### config.mk
export PLATFORM = sky130hd
export DESIGN_NAME = instr_fetch_unit
export DESIGN_NICKNAME = d
export VERILOG_FILES = /design/src/rtl/instr_fetch_unit_pkg.sv /design/src/rtl/instr_fetch_unit_add.sv /design/src/rtl/instr_fetch_unit.sv
export SDC_FILE = /design/constraint.sdc
export NUM_CORES = 1
export LEC_CHECK = 0
export CAP_MARGIN = 0
export CORE_UTILIZATION = 49
export CTS_BUF_LIST = sky130_fd_sc_hd__clkbuf_8
export DETAILED_ROUTE_END_ITERATION = 8
export PLACE_DENSITY = 0.85
export SYNTH_ARGS = -nofsm -noshare
export SYNTH_HDL_FRONTEND = slang
export SYNTH_SLANG_ARGS = --single-unit
### constraint.sdc
create_clock -name clk -period 2.8 [get_ports clk]
set_input_delay 0.56 -clock clk [delete_from_list [all_inputs] [get_ports clk]]
set_output_delay 0.56 -clock clk [all_outputs]
set_load 0.005 [all_outputs]
### src/rtl/instr_fetch_unit_pkg.sv
// Shared types and constants for the instruction-fetch front end.
package instr_fetch_unit_pkg;

  localparam int unsigned INSTR_W          = 32;
  localparam logic [31:0] PC_INCR          = 32'd4;
  localparam logic [31:0] DEFAULT_RESET_PC = 32'h0000_0000;

  typedef enum logic [1:0] {
    StReq   = 2'd0,
    StWait  = 2'd1,
    StIssue = 2'd2,
    StError = 2'd3
  } fetch_state_e;

  function automatic logic is_word_aligned(input logic [31:0] addr);
    return addr[1:0] == 2'b00;
  endfunction

endpackage

### src/rtl/instr_fetch_unit_add.sv
// Plain combinational adder; used as the PC+4 incrementer.
module Add #(
  parameter int unsigned WIDTH = 32
) (
  input  logic [WIDTH-1:0] A,
  input  logic [WIDTH-1:0] B,
  output logic [WIDTH-1:0] Sum
);

  // Carry-out is dropped so the sum wraps modulo 2^WIDTH.
  assign Sum = A + B;

endmodule

### src/rtl/instr_fetch_unit.sv
// Instruction-fetch front end: owns the PC, fetches one word at a time over a
// req/ready + valid handshake and hands instruction/PC+4 to the datapath.
module instr_fetch_unit
  import instr_fetch_unit_pkg::*;
#(
  parameter logic [31:0] RESET_PC = DEFAULT_RESET_PC,
  parameter int unsigned TIMEOUT  = 16,
  parameter int unsigned CNT_W    = 32
) (
  input  logic               clk,
  input  logic               rst_n,
  output logic               o_imemReq,
  output logic [31:0]        o_imemAddr,
  input  logic               i_imemReady,
  input  logic               i_imemValid,
  input  logic [31:0]        i_imemData,
  output logic [31:0]        o_instruction,
  output logic [31:0]        o_pcPlus4,
  output logic               o_instValid,
  input  logic               i_instReady,
  input  logic [31:0]        i_nextPC,
  output logic               o_fetchErr,
  output logic [31:0]        o_errAddr,
  output logic [CNT_W-1:0]   o_retired
);

  localparam int unsigned TimerW = (TIMEOUT > 2) ? $clog2(TIMEOUT) : 1;
  localparam logic [TimerW-1:0] TimerMax = TimerW'(TIMEOUT - 1);

  fetch_state_e state_q, state_d;
  logic [31:0]        pc_q, pc_d;
  logic [INSTR_W-1:0] instr_q, instr_d;
  logic [31:0]        pc_plus4_q, pc_plus4_d;
  logic               inst_valid_q, inst_valid_d;
  logic [31:0]        err_addr_q, err_addr_d;
  logic [CNT_W-1:0]   retired_q, retired_d;
  logic [TimerW-1:0]  timer_q, timer_d;
  logic [31:0]        pc_plus4;

  Add #(
    .WIDTH(32)
  ) u_pc_incr (
    .A  (pc_q),
    .B  (PC_INCR),
    .Sum(pc_plus4)
  );

  always_comb begin
    state_d      = state_q;
    pc_d         = pc_q;
    instr_d      = instr_q;
    pc_plus4_d   = pc_plus4_q;
    inst_valid_d = inst_valid_q;
    err_addr_d   = err_addr_q;
    retired_d    = retired_q;
    timer_d      = timer_q;

    unique case (state_q)
      StReq: begin
        // Any response seen here is ignored: only one request is ever outstanding.
        if (i_imemReady) begin
          state_d = StWait;
          timer_d = '0;
        end
      end
      StWait: begin
        // A response arriving on the timeout cycle still wins.
        if (i_imemValid) begin
          instr_d      = i_imemData;
          pc_plus4_d   = pc_plus4;
          inst_valid_d = 1'b1;
          state_d      = StIssue;
        end else if (timer_q == TimerMax) begin
          err_addr_d = pc_q;
          state_d    = StError;
        end else begin
          timer_d = timer_q + TimerW'(1);
        end
      end
      StIssue: begin
        if (i_instReady) begin
          inst_valid_d = 1'b0;
          if (is_word_aligned(i_nextPC)) begin
            pc_d      = i_nextPC;
            retired_d = retired_q + CNT_W'(1);
            state_d   = StReq;
          end else begin
            err_addr_d = i_nextPC;
            state_d    = StError;
          end
        end
      end
      StError: begin
        inst_valid_d = 1'b0;
      end
      default: begin
        state_d = StError;
      end
    endcase
  end

  always_ff @(posedge clk or negedge rst_n) begin
    if (!rst_n) begin
      state_q      <= StReq;
      pc_q         <= RESET_PC;
      instr_q      <= '0;
      pc_plus4_q   <= '0;
      inst_valid_q <= 1'b0;
      err_addr_q   <= '0;
      retired_q    <= '0;
      timer_q      <= '0;
    end else begin
      state_q      <= state_d;
      pc_q         <= pc_d;
      instr_q      <= instr_d;
      pc_plus4_q   <= pc_plus4_d;
      inst_valid_q <= inst_valid_d;
      err_addr_q   <= err_addr_d;
      retired_q    <= retired_d;
      timer_q      <= timer_d;
    end
  end

  assign o_imemReq     = (state_q == StReq);
  assign o_imemAddr    = pc_q;
  assign o_instruction = instr_q;
  assign o_pcPlus4     = pc_plus4_q;
  assign o_instValid   = inst_valid_q;
  assign o_fetchErr    = (state_q == StError);
  assign o_errAddr     = err_addr_q;
  assign o_retired     = retired_q;

endmodule

# Yosys cells after proc, flatten, opt, wreduce, memory -nomap -nowiden
# Index checks and enable logic that the tools add are counted.
# classes
n_bitwise	0
shift	0
mul	0
add_sub_neg	3
n_eq_ne	12
n_mux	18
n_lt_le_gt_ge	0
div	0
reduce_logical	12
# op_table
operator	n
$mux W32	4
$pmux W32 S2	1
$add A32 B1 Y32 const B	1
$add A32 B3 Y32 const B	1
$mux W4	3
$ne A2 B2 Y1 const B	6
$mux W2	5
$pmux W4 S2	1
$reduce_and A4 Y1	2
$pmux W2 S3	1
$reduce_and A3 Y1	2
$reduce_bool A3 Y1	2
$reduce_and A5 Y1	1
$add A4 B1 Y4 const B	1
$eq A2 B2 Y1 const B	2
$eq A4 B4 Y1 const B	1
$logic_not A2 Y1	2
$reduce_bool A2 Y1	2
$ne A3 B3 Y1 const B	1
$pmux W1 S3	1
$eq A2 B1 Y1 const B	1
$mux W1	2
$ne A2 B1 Y1 const B	1
$reduce_and A2 Y1	1
# totals
word_cells	53
ramBits	0
rom_bits	0
latch_bits	0
mem_count	0
inputBits	69
reg_bits	167

# Longest topological paths before layout
# Gate-level depths: netlist of the first run.
# depth
depth_word	4
mapped_depth	8
mapped_depth_nobuf	6

# Cells and area by module
# Synthesis of the first run repeated with hierarchy kept, for this count alone.
# hier_totals
hier_cells	822
hier_area_um2	9087.5
# modules_own_cells
module	seq_area_each_um2	cells_per_inst	instances	area_each_um2
instr_fetch_unit	4179.0	547	1	7041.8
Add	0.0	275	1	2045.7

# Least setup slack after synthesis of the first run
# OpenSTA, ideal clock, no wires.
# synth_path
path_type	reg-to-reg
start	register state_q[0]
end	register pc_q[18] (netlist: o_imemAddr[18])
n_path_buf	3
setup_ps	125
required_time_ps	2675
arrival_time_ps	1990
stages_incl_launch_ff	8
path_slack_ps	685
period_less_slack_ps	2115
cell_sequence	dfrtp_1 > inv_1 > ha_1 > clkbuf_1 > and4bb_2 > buf_2 > buf_1 > mux2_2
# synth_via
elab_chain_cells	2
# synth_rtl
item	line	text
start: declaration	instr_fetch_unit.sv:30	fetch_state_e state_q, state_d;
start signal: assignment	instr_fetch_unit.sv:104	state_q <= StReq;
start signal: assignment	instr_fetch_unit.sv:113	state_q <= state_d;
$eq A2 B2 Y1	instr_fetch_unit.sv:58	unique case (state_q)
$reduce_and A3 Y1 (no source line)	n/a	
end signal: assignment	instr_fetch_unit.sv:114	pc_q <= pc_d;
end: declaration	instr_fetch_unit.sv:31	logic [31:0] pc_q, pc_d;
# Every way passes these cells.
# A chain may end at the register's enable or synchronous reset.

# Worst setup path in the final report of the first run
# layout_path
start	register pc_q[3] (netlist: o_imemAddr[3])
end	register pc_plus4_q[28] (netlist: o_pcPlus4[28])
# layout_via
elab_chain_cells	1
# layout_rtl
item	line	text
$add A32 B3 Y32	instr_fetch_unit_add.sv:11	assign Sum = A + B;
end signal: assignment	instr_fetch_unit.sv:116	pc_plus4_q <= pc_plus4_d;
end: declaration	instr_fetch_unit.sv:33	logic [31:0] pc_plus4_q, pc_plus4_d;
# Every way passes these cells.

==> impl_metrics.py, run 1 <==
metrics = {
    "routing": {
        "drcViolationCount": 0,
        "wl_per_cell_um": 16.99,
        "routed_wl_um": 19440,
        "vias": 6165,
        "drtIter0Drc": 271,
        "drtPass1Iterations": 5,
        "avgViaCountPerCell": 5.389,
        "ant_nets": 0,
    },
    "grt": {
        "grt_pass1_vias": 5935,
        "grt_max_degree": 66,
        "gr-total-overflow": 0,
        "track_usage": 0.2518,
        "antenna_found_initial": 0,
        "grt_first_pass_wirelength_um": 31060,
    },
    "power": {
        "p_switching_mw": 3.161,
        "total_power_mw": 9.853,
        "power_frac_seq": 0.401,
        "p_leak_nw": 4.651,
        "intPower_mw": 6.692,
        "p_clk_frac": 0.181,
        "peakVddDrop_mv": 0.5912,
        "power_frac_comb": 0.418,
        "powerDensity_nw_per_um2": 933.2,
        "p_sw_frac": 0.3208,
    },
    "sta": {
        "fin_crit_ns": 2.408,
        "max_freq_mhz": 415.2,
        "slew_violations": 0,
        "timing.final.crit_share": 0.8601,
        "setup_tns_ns": 0,
        "max-slew-margin-rel": 0.4615,
        "worstMarginPinSlew_ns": 0.8003,
        "rsz0062_at_grt": "no",
        "skew_ns": 0.009114,
        "hold_violations": 0,
        "setup_ws_ns": 0.3916,
        "holdWs_ns": 0.07800,
        "setup_viol": 0,
    },
    "die": {
        "boundaryPins": 232,
        "dieArea_um2": 15970,
        "fp.dieW_um": 126.4,
        "start_util": 0.5004,
        "rows": 45,
        "die_y_um": 126.4,
        "core_um2": 15150,
    },
    "synthesis": {
        "synth.avg_cell_area_um2": 10.61,
        "synth_cell_types": 38,
        "synth.yosys.warnings": 0,
        "yosys-top-cells-area": "dfrtp_1, mux2_2, nand2_1",
        "ys_ff_latch": 167,
        "ys_seq_area_frac": 0.5514,
        "synth_fp_nets": 791,
        "netlist_area_um2": 7579,
        "yosys.area.top_type": "dfrtp_1",
        "yosysTopAreaCellShare": 0.5514,
        "syn-instance-count": 714,
    },
    "placed_design": {
        "dpl_worst_slack_ns": 0.2353,
        "port_buffers": 231,
        "hpwlAfterDp_um": 14090,
        "dpl_cell_area_um2": 10140,
        "place_inst": 1113,
        "gp_routability_congestion": 0.8585,
    },
    "critical_path": {
        "critPathCaptureType": "flip-flop",
        "path_class": "flip-flop to flip-flop",
        "cp.required_ns": 3.17,
        "max_stage_delay_ns": 0.73,
        "cp.buffers_inverters": 0,
        "worstPathCellList": "ha_1 -> nand3_1 -> or4_1 -> or4_1 -> a31oi_1",
        "slowest_stage": "or4_1",
        "worstPathMaxFanout": 11,
        "rrSetupSlack_ns": 0.39,
        "cp-start-kind": "flip-flop",
        "critPathTopFamily": "simple AND/OR/NAND/NOR gates",
        "worstPathArrival_ns": 2.78,
        "r2r-end": "o_pcPlus4[28]$_DFFE_PN0P_",
        "crit_top_cell": "or4_1",
        "rr_startpoint": "o_imemAddr[3]$_DFFE_PN0P_",
        "reg2reg_depth": 5,
    },
    "cells_and_area": {
        "final-instance-count-excl-fill": 1144,
        "layout_common_cells": "clkdlybuf4s50_1, dfrtp_1, nand2_1, mux2_2, o21ai_0",
        "regArea_um2": 4179,
        "post-route-util": 0.6971,
        "n_antenna_cell": 0,
        "drive_gt1_frac": 0.1402,
        "multi_input_area_um2": 3207,
        "final_cell_area_um2": 10560,
        "fillers": 1079,
        "fin_nets": 1021,
        "syn_to_final_growth_pct": 39.31,
        "final_common_cell": "clkdlybuf4s50_1",
    },
    "cts": {
        "clkLatencyLatePin_ns": 0.44,
        "postCtsSetupRepairBufs": 0,
        "cts_hold_buf": 0,
        "cts_tree": "yes",
        "postCtsResizedCells": 0,
        "cts_buffer_depth": 2,
        "clk_pin_slew_ns": 0.08,
        "cts_made_buffers": 17,
        "cts_sinks": 167,
        "cts-htree-levels": 4,
        "cts-root-buf": "clkbuf_8",
    },
    "status": {
        "run_status": "finished clean",
    },
    "min_path": {
        "hp-class": "input port to async pin",
    },
    "flow_run": {
        "drv_cap": 0,
    },
}
==> state kept, by name (all words and copies together) (netlist names) <==
name / count
o_errAddr: 32
o_imemAddr: 32
o_instValid: 1
o_instruction: 32
o_pcPlus4: 32
o_retired: 32
state_q: 2
timer_q: 4
==> kinds of logic (layout without fill, tap and decap cells) <==
| group | after synthesis | count (layout) | share of synthesized area |
|---|---|---|---|
| and+or+nand+nor | 287 | 287 | 0.1781 |
| muxes | 82 | 82 | 0.1217 |
| buffers and inverters | 50 | 292 | 0.02625 |
| DFF | 167 | 167 | 0.5514 |
| adders and majority gates | 8 | 8 | 0.01321 |
| AOI/OAI and AO/OA | 76 | 76 | 0.05845 |
| xor gates and xnor gates | 44 | 44 | 0.05085 |
==> power groups by stage <==
stage | Clock [mW] | Sequential [mW] | Combinational, mW
after global placement | 0 | 3.95 | 4.04
after floorplan | 0 | 3.92 | 1.78
final | 1.78 | 3.96 | 4.12
after CTS | 1.83 | 3.95 | 4.15
after global routing | 1.93 | 4.06 | 4.48
after detailed placement | 0 | 3.99 | 4.12
==> cell usage after synthesis <==
master     number
buf_1           3
and4bb_2        1
o211ai_1        2
nor4_1         16
or4_1           6
and3_1          7
xor2_1         24
nor3_1         16
o21ai_0        46
nand2b_1        2
o41ai_1         2
mux2_2         81
and2_1          2
a2111oi_0       1
a21o_1          1
a31oi_1        16
a31o_2          2
buf_2           3
or3_1           9
nand4_1        16
nand3_1        22
a22o_1          1
o31ai_1         4
mux2i_1         1
or2_2           1
nand3b_1        4
ha_1            8
inv_1          15
xnor2_1        20
dfrtp_1       167
buf_4           2
and4_1          5
clkbuf_1       27
nor2b_1         6
nand3_2         1
nor2_1         20
nand2_1       153
a22oi_1         1
==> worst reg2reg max path: cells and delay by family (launching register included) <==
kind / cells / cell delay (ns)
AOI/OAI and AO/OA: 1 / 0.16
DFF: 1 / 0.43
and+or+nand+nor: 3 / 1.47
adders and majority gates: 1 / 0.27
==> worst max path at each step <==
stage | start | endpoint | slack (ns) | cells past startpoint
CTS | o_imemAddr[3]$_DFFE_PN0P_ | o_pcPlus4[28]$_DFFE_PN0P_ | 0.40 | 5
detailed placement | i_nextPC[1] | o_retired[20]$_DFFE_PN0P_ | 0.24 | 5
floorplan | state_q[0]$_DFFE_PN0P_ | o_imemAddr[18]$_DFFE_PN0P_ | 0.68 | 7
global route | o_imemAddr[3]$_DFFE_PN0P_ | o_pcPlus4[28]$_DFFE_PN0P_ | 0.24 | 5
global placement | i_nextPC[1] | o_retired[20]$_DFFE_PN0P_ | 0.32 | 5
finish | o_imemAddr[3]$_DFFE_PN0P_ | o_pcPlus4[28]$_DFFE_PN0P_ | 0.39 | 5
==> layout make-up <==
| class | count | share of cell area |
|---|---|---|
| inverter | 15 | 0.005333 |
| clock buffer | 21 | 0.02738 |
| multi-input combinational | 497 | 0.3037 |
| timing repair buffer | 246 | 0.2333 |
| tap | 188 | 0.02228 |
| sequential | 167 | 0.3958 |
| clock inverter | 10 | 0.01209 |
==> per-layer routing <==
metal | track usage | vias up | part of all wire
met2 | 0.4079 | 229 | 0.48
met3 | 0.06073 | 43 | 0.066
met4 | 0.1162 | 0 | 0.030
met1 | 0.3211 | 2946 | 0.42
li1 | - | 2947 | -
met5 | 0 | - | 0
Note: power is estimated with default switching activity, not from simulation.
==> run 2: changes to the inputs <==
--- a/config.mk
+++ b/config.mk
@@ -10,6 +10,7 @@
 export CTS_BUF_LIST = sky130_fd_sc_hd__clkbuf_8
 export DETAILED_ROUTE_END_ITERATION = 8
 export PLACE_DENSITY = 0.85
+export SKIP_CTS_REPAIR_TIMING = 1
 export SYNTH_ARGS = -nofsm -noshare
 export SYNTH_HDL_FRONTEND = slang
 export SYNTH_SLANG_ARGS = --single-unit
==> results of run 2 <==
Same layout as run 1: the final DEF is identical, and so are final timing and power.
==> run 3: changes to the inputs <==
--- a/config.mk
+++ b/config.mk
@@ -5,12 +5,13 @@
 export SDC_FILE = /design/constraint.sdc
 export NUM_CORES = 1
 export LEC_CHECK = 0
-export CAP_MARGIN = 0
+export CAP_MARGIN = 20
 export CORE_UTILIZATION = 49
 export CTS_BUF_LIST = sky130_fd_sc_hd__clkbuf_8
 export DETAILED_ROUTE_END_ITERATION = 8
 export PLACE_DENSITY = 0.85
 export SKIP_CTS_REPAIR_TIMING = 1
+export SLEW_MARGIN = 20
 export SYNTH_ARGS = -nofsm -noshare
 export SYNTH_HDL_FRONTEND = slang
 export SYNTH_SLANG_ARGS = --single-unit
==> results of run 3 <==
Same layout as run 1: the final DEF is identical, and so are final timing and power.
